--- src/rtl/spi_cmd_ctrl.sv ---
// spi_cmd_ctrl: command layer between the SPI slave byte interface and an
// 8-bit register file. Frames on synchronised chip-select, decodes a command
// byte and an address byte, then streams data bytes in or out.
// Optional frame/error status counters: define SPI_CMD_STATUS_EN.
module spi_cmd_ctrl #(
    parameter int unsigned ADDR_W   = 4,
    parameter logic [7:0]  ACK_BYTE = 8'hA5
) (
    input  logic              clk,
    input  logic              rst,
    input  logic              csn,
    input  logic [7:0]        rx_data,
    input  logic              rx_ready,
    output logic [7:0]        tx_data,
    output logic              wr_strobe,
    output logic [ADDR_W-1:0] wr_addr,
    output logic [7:0]        wr_data,
    output logic [7:0]        ctrl0,
    output logic [7:0]        ctrl1,
    output logic              busy
);

    localparam int unsigned DEPTH     = 2 ** ADDR_W;
    localparam logic [7:0]  CMD_WRITE = 8'h01;
    localparam logic [7:0]  CMD_READ  = 8'h02;
`ifdef SPI_CMD_STATUS_EN
    localparam logic [7:0]  CMD_STATUS = 8'h03;
`endif

    typedef enum logic [2:0] {
        S_IDLE,
        S_CMD,
        S_ADDR,
        S_WDATA,
        S_RDATA,
        S_STAT,
        S_DISCARD
    } state_t;

    state_t            state;
    logic              cs_meta;
    logic              cs_prev;
    logic              armed;
    logic [1:0]        settle;
    logic              cs_s;
    logic              frame_start;
    logic              frame_end;
    logic [ADDR_W-1:0] addr;
    logic              is_read;
    logic [7:0]        regs [DEPTH];
`ifdef SPI_CMD_STATUS_EN
    logic [7:0]        frame_cnt;
    logic [7:0]        err_cnt;
    logic              stat_idx;
`endif

    // busy is the second synchroniser stage stored inverted, so cs_s = ~busy.
    // armed blocks a false frame start when reset is released with csn low:
    // the rest of an interrupted frame is ignored until csn is seen high.
    always_ff @(posedge clk) begin
        if (rst) begin
            cs_meta <= 1'b1;
            busy    <= 1'b0;
            cs_prev <= 1'b1;
            settle  <= 2'b00;
            armed   <= 1'b0;
        end else begin
            cs_meta <= csn;
            busy    <= ~cs_meta;
            cs_prev <= cs_s;
            settle  <= {settle[0], 1'b1};
            if (settle[1] && cs_s) begin
                armed <= 1'b1;
            end
        end
    end

    assign cs_s        = ~busy;
    assign frame_start = armed & cs_prev & ~cs_s;
    assign frame_end   = ~cs_prev & cs_s;
    assign ctrl0       = regs[0];
    assign ctrl1       = regs[1];

    // Command FSM: byte decode first, then frame-end/start overrides state.
    always_ff @(posedge clk) begin
        if (rst) begin
            state     <= S_IDLE;
            tx_data   <= '0;
            wr_strobe <= 1'b0;
            wr_addr   <= '0;
            wr_data   <= '0;
            addr      <= '0;
            is_read   <= 1'b0;
            for (int unsigned i = 0; i < DEPTH; i++) begin
                regs[i] <= '0;
            end
`ifdef SPI_CMD_STATUS_EN
            frame_cnt <= '0;
            err_cnt   <= '0;
            stat_idx  <= 1'b0;
`endif
        end else begin
            wr_strobe <= 1'b0;

            if (rx_ready && state != S_IDLE) begin
                case (state)
                    S_CMD: begin
                        case (rx_data)
                            CMD_WRITE: begin
                                state   <= S_ADDR;
                                is_read <= 1'b0;
                                tx_data <= ACK_BYTE;
                            end
                            CMD_READ: begin
                                state   <= S_ADDR;
                                is_read <= 1'b1;
                                tx_data <= ACK_BYTE;
                            end
`ifdef SPI_CMD_STATUS_EN
                            CMD_STATUS: begin
                                state    <= S_STAT;
                                stat_idx <= 1'b0;
                                tx_data  <= frame_cnt;
                            end
`endif
                            default: begin
                                state   <= S_DISCARD;
                                tx_data <= '0;
`ifdef SPI_CMD_STATUS_EN
                                if (err_cnt != 8'hFF) begin
                                    err_cnt <= err_cnt + 8'd1;
                                end
`endif
                            end
                        endcase
                    end
                    S_ADDR: begin
                        addr <= rx_data[ADDR_W-1:0];
                        if (is_read) begin
                            state   <= S_RDATA;
                            tx_data <= regs[rx_data[ADDR_W-1:0]];
                        end else begin
                            state <= S_WDATA;
                        end
                    end
                    S_WDATA: begin
                        regs[addr] <= rx_data;
                        wr_strobe  <= 1'b1;
                        wr_addr    <= addr;
                        wr_data    <= rx_data;
                        addr       <= addr + ADDR_W'(1);
                    end
                    S_RDATA: begin
                        addr    <= addr + ADDR_W'(1);
                        tx_data <= regs[addr + ADDR_W'(1)];
                    end
                    S_STAT: begin
`ifdef SPI_CMD_STATUS_EN
                        if (!stat_idx) begin
                            tx_data  <= err_cnt;
                            stat_idx <= 1'b1;
                        end else begin
                            tx_data <= '0;
                        end
`else
                        tx_data <= '0;
`endif
                    end
                    default: ;
                endcase
            end

            if (frame_end && state != S_IDLE) begin
                state   <= S_IDLE;
                tx_data <= '0;
`ifdef SPI_CMD_STATUS_EN
                if (frame_cnt != 8'hFF) begin
                    frame_cnt <= frame_cnt + 8'd1;
                end
                if ((state == S_CMD || state == S_ADDR) && !rx_ready && err_cnt != 8'hFF) begin
                    err_cnt <= err_cnt + 8'd1;
                end
`endif
            end else if (frame_start) begin
`ifdef SPI_CMD_STATUS_EN
                if (state != S_IDLE && frame_cnt != 8'hFF) begin
                    frame_cnt <= frame_cnt + 8'd1;
                end
`endif
                state   <= S_CMD;
                tx_data <= '0;
            end else if (state == S_IDLE) begin
                tx_data <= '0;
            end
        end
    end

endmodule

--- config.mk ---
export PLATFORM = sky130hd
export DESIGN_NAME = spi_cmd_ctrl
export DESIGN_NICKNAME = d
export VERILOG_FILES = /design/src/rtl/spi_cmd_ctrl.sv
export SDC_FILE = /design/constraint.sdc
export NUM_CORES = 1
export LEC_CHECK = 0
export CORE_MARGIN = 2
export CORE_UTILIZATION = 60
export DETAILED_ROUTE_END_ITERATION = 16
export GPL_TIMING_DRIVEN = 0
export PLACE_DENSITY_LB_ADDON = 0.05
export SETUP_SLACK_MARGIN = 0.02
export SLEW_MARGIN = 10
export SYNTH_ARGS = -nofsm -noshare
export SYNTH_HDL_FRONTEND = slang
export SYNTH_SLANG_ARGS = --single-unit
--- constraint.sdc ---
create_clock -name clk -period 3.7 [get_ports clk]
set_input_delay 0.37 -clock clk [delete_from_list [all_inputs] [get_ports clk]]
set_output_delay 0.37 -clock clk [all_outputs]
set_load 0.05 [all_outputs]
==> flow_summary.yaml <==
floorplan:
  fp.dieW_microns: 123.2
  num_rows: 43
  die_y_microns: 123.2
  start_util: 0.6146
  core-area_sq_um: 13880
  design.die.area_sq_um: 15190
  ioPinCount: 50
setup_path:
  r2r_start: "addr[0]$_SDFFE_PP0P_"
  worstReg2RegEnd: "tx_data[6]$_SDFFE_PP0P_"
  rrSetupSlack_ns: 0.40
  path_depth: 9
  cp_slowest_cell: "mux4_2"
  cp_top_family: "buffers and inverters"
  r2r_cells: 9
  cp-end-kind: "flip-flop"
  crit_fanout: 10
  cp_num_buf_inv: 5
  path_cells: "buf_6 -> buf_4 -> inv_1 -> ha_1 -> clkbuf_1 -> buf_2 -> mux4_1 -> mux4_2 -> a221o_1"
  crit_arrival_ns: 3.62
  slowest_delay_ns: 0.51
  critical_path_class: "flip-flop to flip-flop"
  critPathLaunchType: "flip-flop"
  worstPathRequired_ns: 4.02
worst_hold_path:
  whs_path_depth: 1
  min_path_type: "flip-flop to flip-flop"
  hp-start: "cs_meta$_SDFF_PP1_"
  holdPathEnd: "busy$_SDFF_PP0_"
outcome:
  status: "completed"
routing:
  drc: 0
  vias_per_cell: 6.629
  dr.first_iter.drc_count: 715
  wire_per_inst_microns: 25.87
  drtAntennaViolNets: 0
  wl_microns: 23540
  first_pass_iters: 6
  vias: 6032
clock_tree:
  cts_buffers: 17
  clock-root-buffer: "clkbuf_16"
  cts.sinks: 163
  hold_buffers: 0
  postCtsResizedCells: 0
  ctsHtreeMaxLevel: 4
  cts.path.max_buffers: 2
  post_cts_buffers: 0
  clock_latency_ns: 0.43
  clk_pin_slew_ns: 0.06
  cts_tree: "built"
sta:
  setup_viol: 0
  max_freq_mhz: 303.3
  period_share: 0.8912
  finalCriticalPeriod_ns: 3.297
  final-max-slew-violation-count: 0
  skew_ns: 0.006814
  finalHoldViolations: 0
  worst_slew_pin_slew_ns: 1.225
  fin_setup_tns_ns: 0
  slew_headroom: 0.1750
  rsz0062_at_grt: "no"
synthesis:
  synth_seq_cells: 163
  synth_cells: 650
  ys_types: 47
  synth_nets: 666
  synthFlopType: "edfxtp_1"
  yosys_warnings: 0
  syn-mean-instance-area_sq_um: 13.12
  synth-async-reset-ratio: 0
  ys_seq_area_frac: 0.5327
  synth_top_area_frac: 0.4506
  syn_area_sq_um: 8531
  yosys.area.top_type: "edfxtp_1"
  synth-edff-count: 128
  synth_area_leaders: "edfxtp_1, mux4_2, and2_1"
grt:
  grt_max_degree: 17
  grt_pass1_wl_microns: 35790
  grt_pass1_vias: 6017
  gr-total-overflow: 0
  antenna_found_initial: 0
  track_usage: 0.3315
finish:
  drive_above_1_share: 0.1548
  diodes: 0
  final_nets: 733
  syn_to_final_growth_pct: 15.55
  post-route-util: 0.7101
  mostFrequentLayoutCell: "edfxtp_1"
  mostFrequentLayoutCells: "edfxtp_1, and2_1, mux4_2"
place:
  place_congestion: 0.9538
  portBuffers: 46
  hpwl_microns: 17090
power_and_ir_drop:
  irDropWorstVdd_mv: 0.3542
  powerDensity_nw_per_um2: 443.0
  leakagePower_uw: 0.003512
job:
  maxCapViolations: 0
==> how the worst max path moves through the flow <==
stage,startpoint,endpoint,slack [ns]
CTS,addr[0]$_SDFFE_PP0P_,tx_data[6]$_SDFFE_PP0P_,0.47
floorplan,addr[0]$_SDFFE_PP0P_,tx_data[6]$_SDFFE_PP0P_,1.06
finish,addr[0]$_SDFFE_PP0P_,tx_data[6]$_SDFFE_PP0P_,0.40
detailed placement,rx_ready,regs[10][5]$_SDFFCE_PN0P_,0.35
global route,addr[0]$_SDFFE_PP0P_,tx_data[6]$_SDFFE_PP0P_,0.33
global placement,rx_ready,regs[15][0]$_SDFFCE_PN0P_,0.22
==> cell families (layout without fill, tap and decap cells) <==
group / after synthesis / after routing / share of synthesized area
compound gates: 87 / 87 / 0.06497
fa+ha+maj: 4 / 4 / 0.005867
simple gates: 232 / 232 / 0.1473
xor+xnor: 3 / 3 / 0.005281
buf+inv: 62 / 142 / 0.03344
mux: 99 / 99 / 0.2105
flops: 163 / 163 / 0.5327
==> report_power, final <==
part	total, uW	internal, uW	switching [uW]	leakage (uW)
clock network	1850	1140	710	0.000316
logic	445	178	267	0.00159
registers	2070	2030	41.3	0.00160
==> area by class of cell <==
| cell class | instances | area, sq um |
|---|---|---|
| sequential | 163 | 4544 |
| fill | 959 | 4024 |
| multi-input combinational | 425 | 3701 |
| clock buffer | 24 | 534.3 |
| timing repair buffer | 48 | 475.5 |
| buffer | 56 | 262.8 |
| tap | 180 | 225.2 |
| clock inverter | 8 | 91.34 |
| inverter | 6 | 22.52 |
==> flip-flops by register name, indices dropped and copies added, names as in the netlist <==
signal	count
settle	2
busy	1
wr_data	8
wr_strobe	1
state	3
is_read	1
tx_data	8
regs	128
wr_addr	4
cs_meta	1
armed	1
cs_prev	1
addr	4
==> synth_stat cells, types with 2 or more instances <==
cell        n
buf_1       2
mux2_2     10
and3_1      4
nor3_1     17
a31oi_1     5
ha_1        4
inv_1       6
mux4_2     49
or3_1       2
and2_1    113
o21a_1      2
mux4_1     11
clkbuf_1   35
nor2b_1    11
dfxtp_1    35
o32ai_1     2
mux2i_1    29
nand2_1    37
a211oi_1    7
nand2b_1    3
xor2_1      2
buf_4       3
a221o_1     2
o21ai_0    30
edfxtp_1  128
and2_0      2
nor2_1     30
a22oi_1     6
a21oi_1    18
nand3_1     8
nand3b_1    2
a311oi_1    4
a221oi_1    4
buf_2      14
==> metrics by stage <==
step / power (uW) / hold WS, ns / std cells / area (sq um) / setup WS [ns]
2_1_floorplan: 2384 / 0.3627 / 650 / 8531 / 1.064
3_5_place_dp: 2540 / 0.3763 / 878 / 9231 / 0.3499
6_report: 4366 / 0.3794 / 910 / 9857 / 0.4027
4_1_cts: 4344 / 0.3858 / 910 / 9857 / 0.4699
3_3_place_gp: 2527 / 0.3662 / 876 / 9216 / 0.2241
5_1_grt: 4461 / 0.4012 / 910 / 9857 / 0.3348
==> metal layers <==
layer | track usage | wire [microns] | vias to the layer above
met5 | 0 | 0 | -
met4 | 0.1364 | 768 | 0
met3 | 0.09179 | 2449 | 61
met2 | 0.4948 | 11110 | 370
met1 | 0.4638 | 9212 | 3002
li1 | - | - | 2599
(Power assumes the default switching activity.)
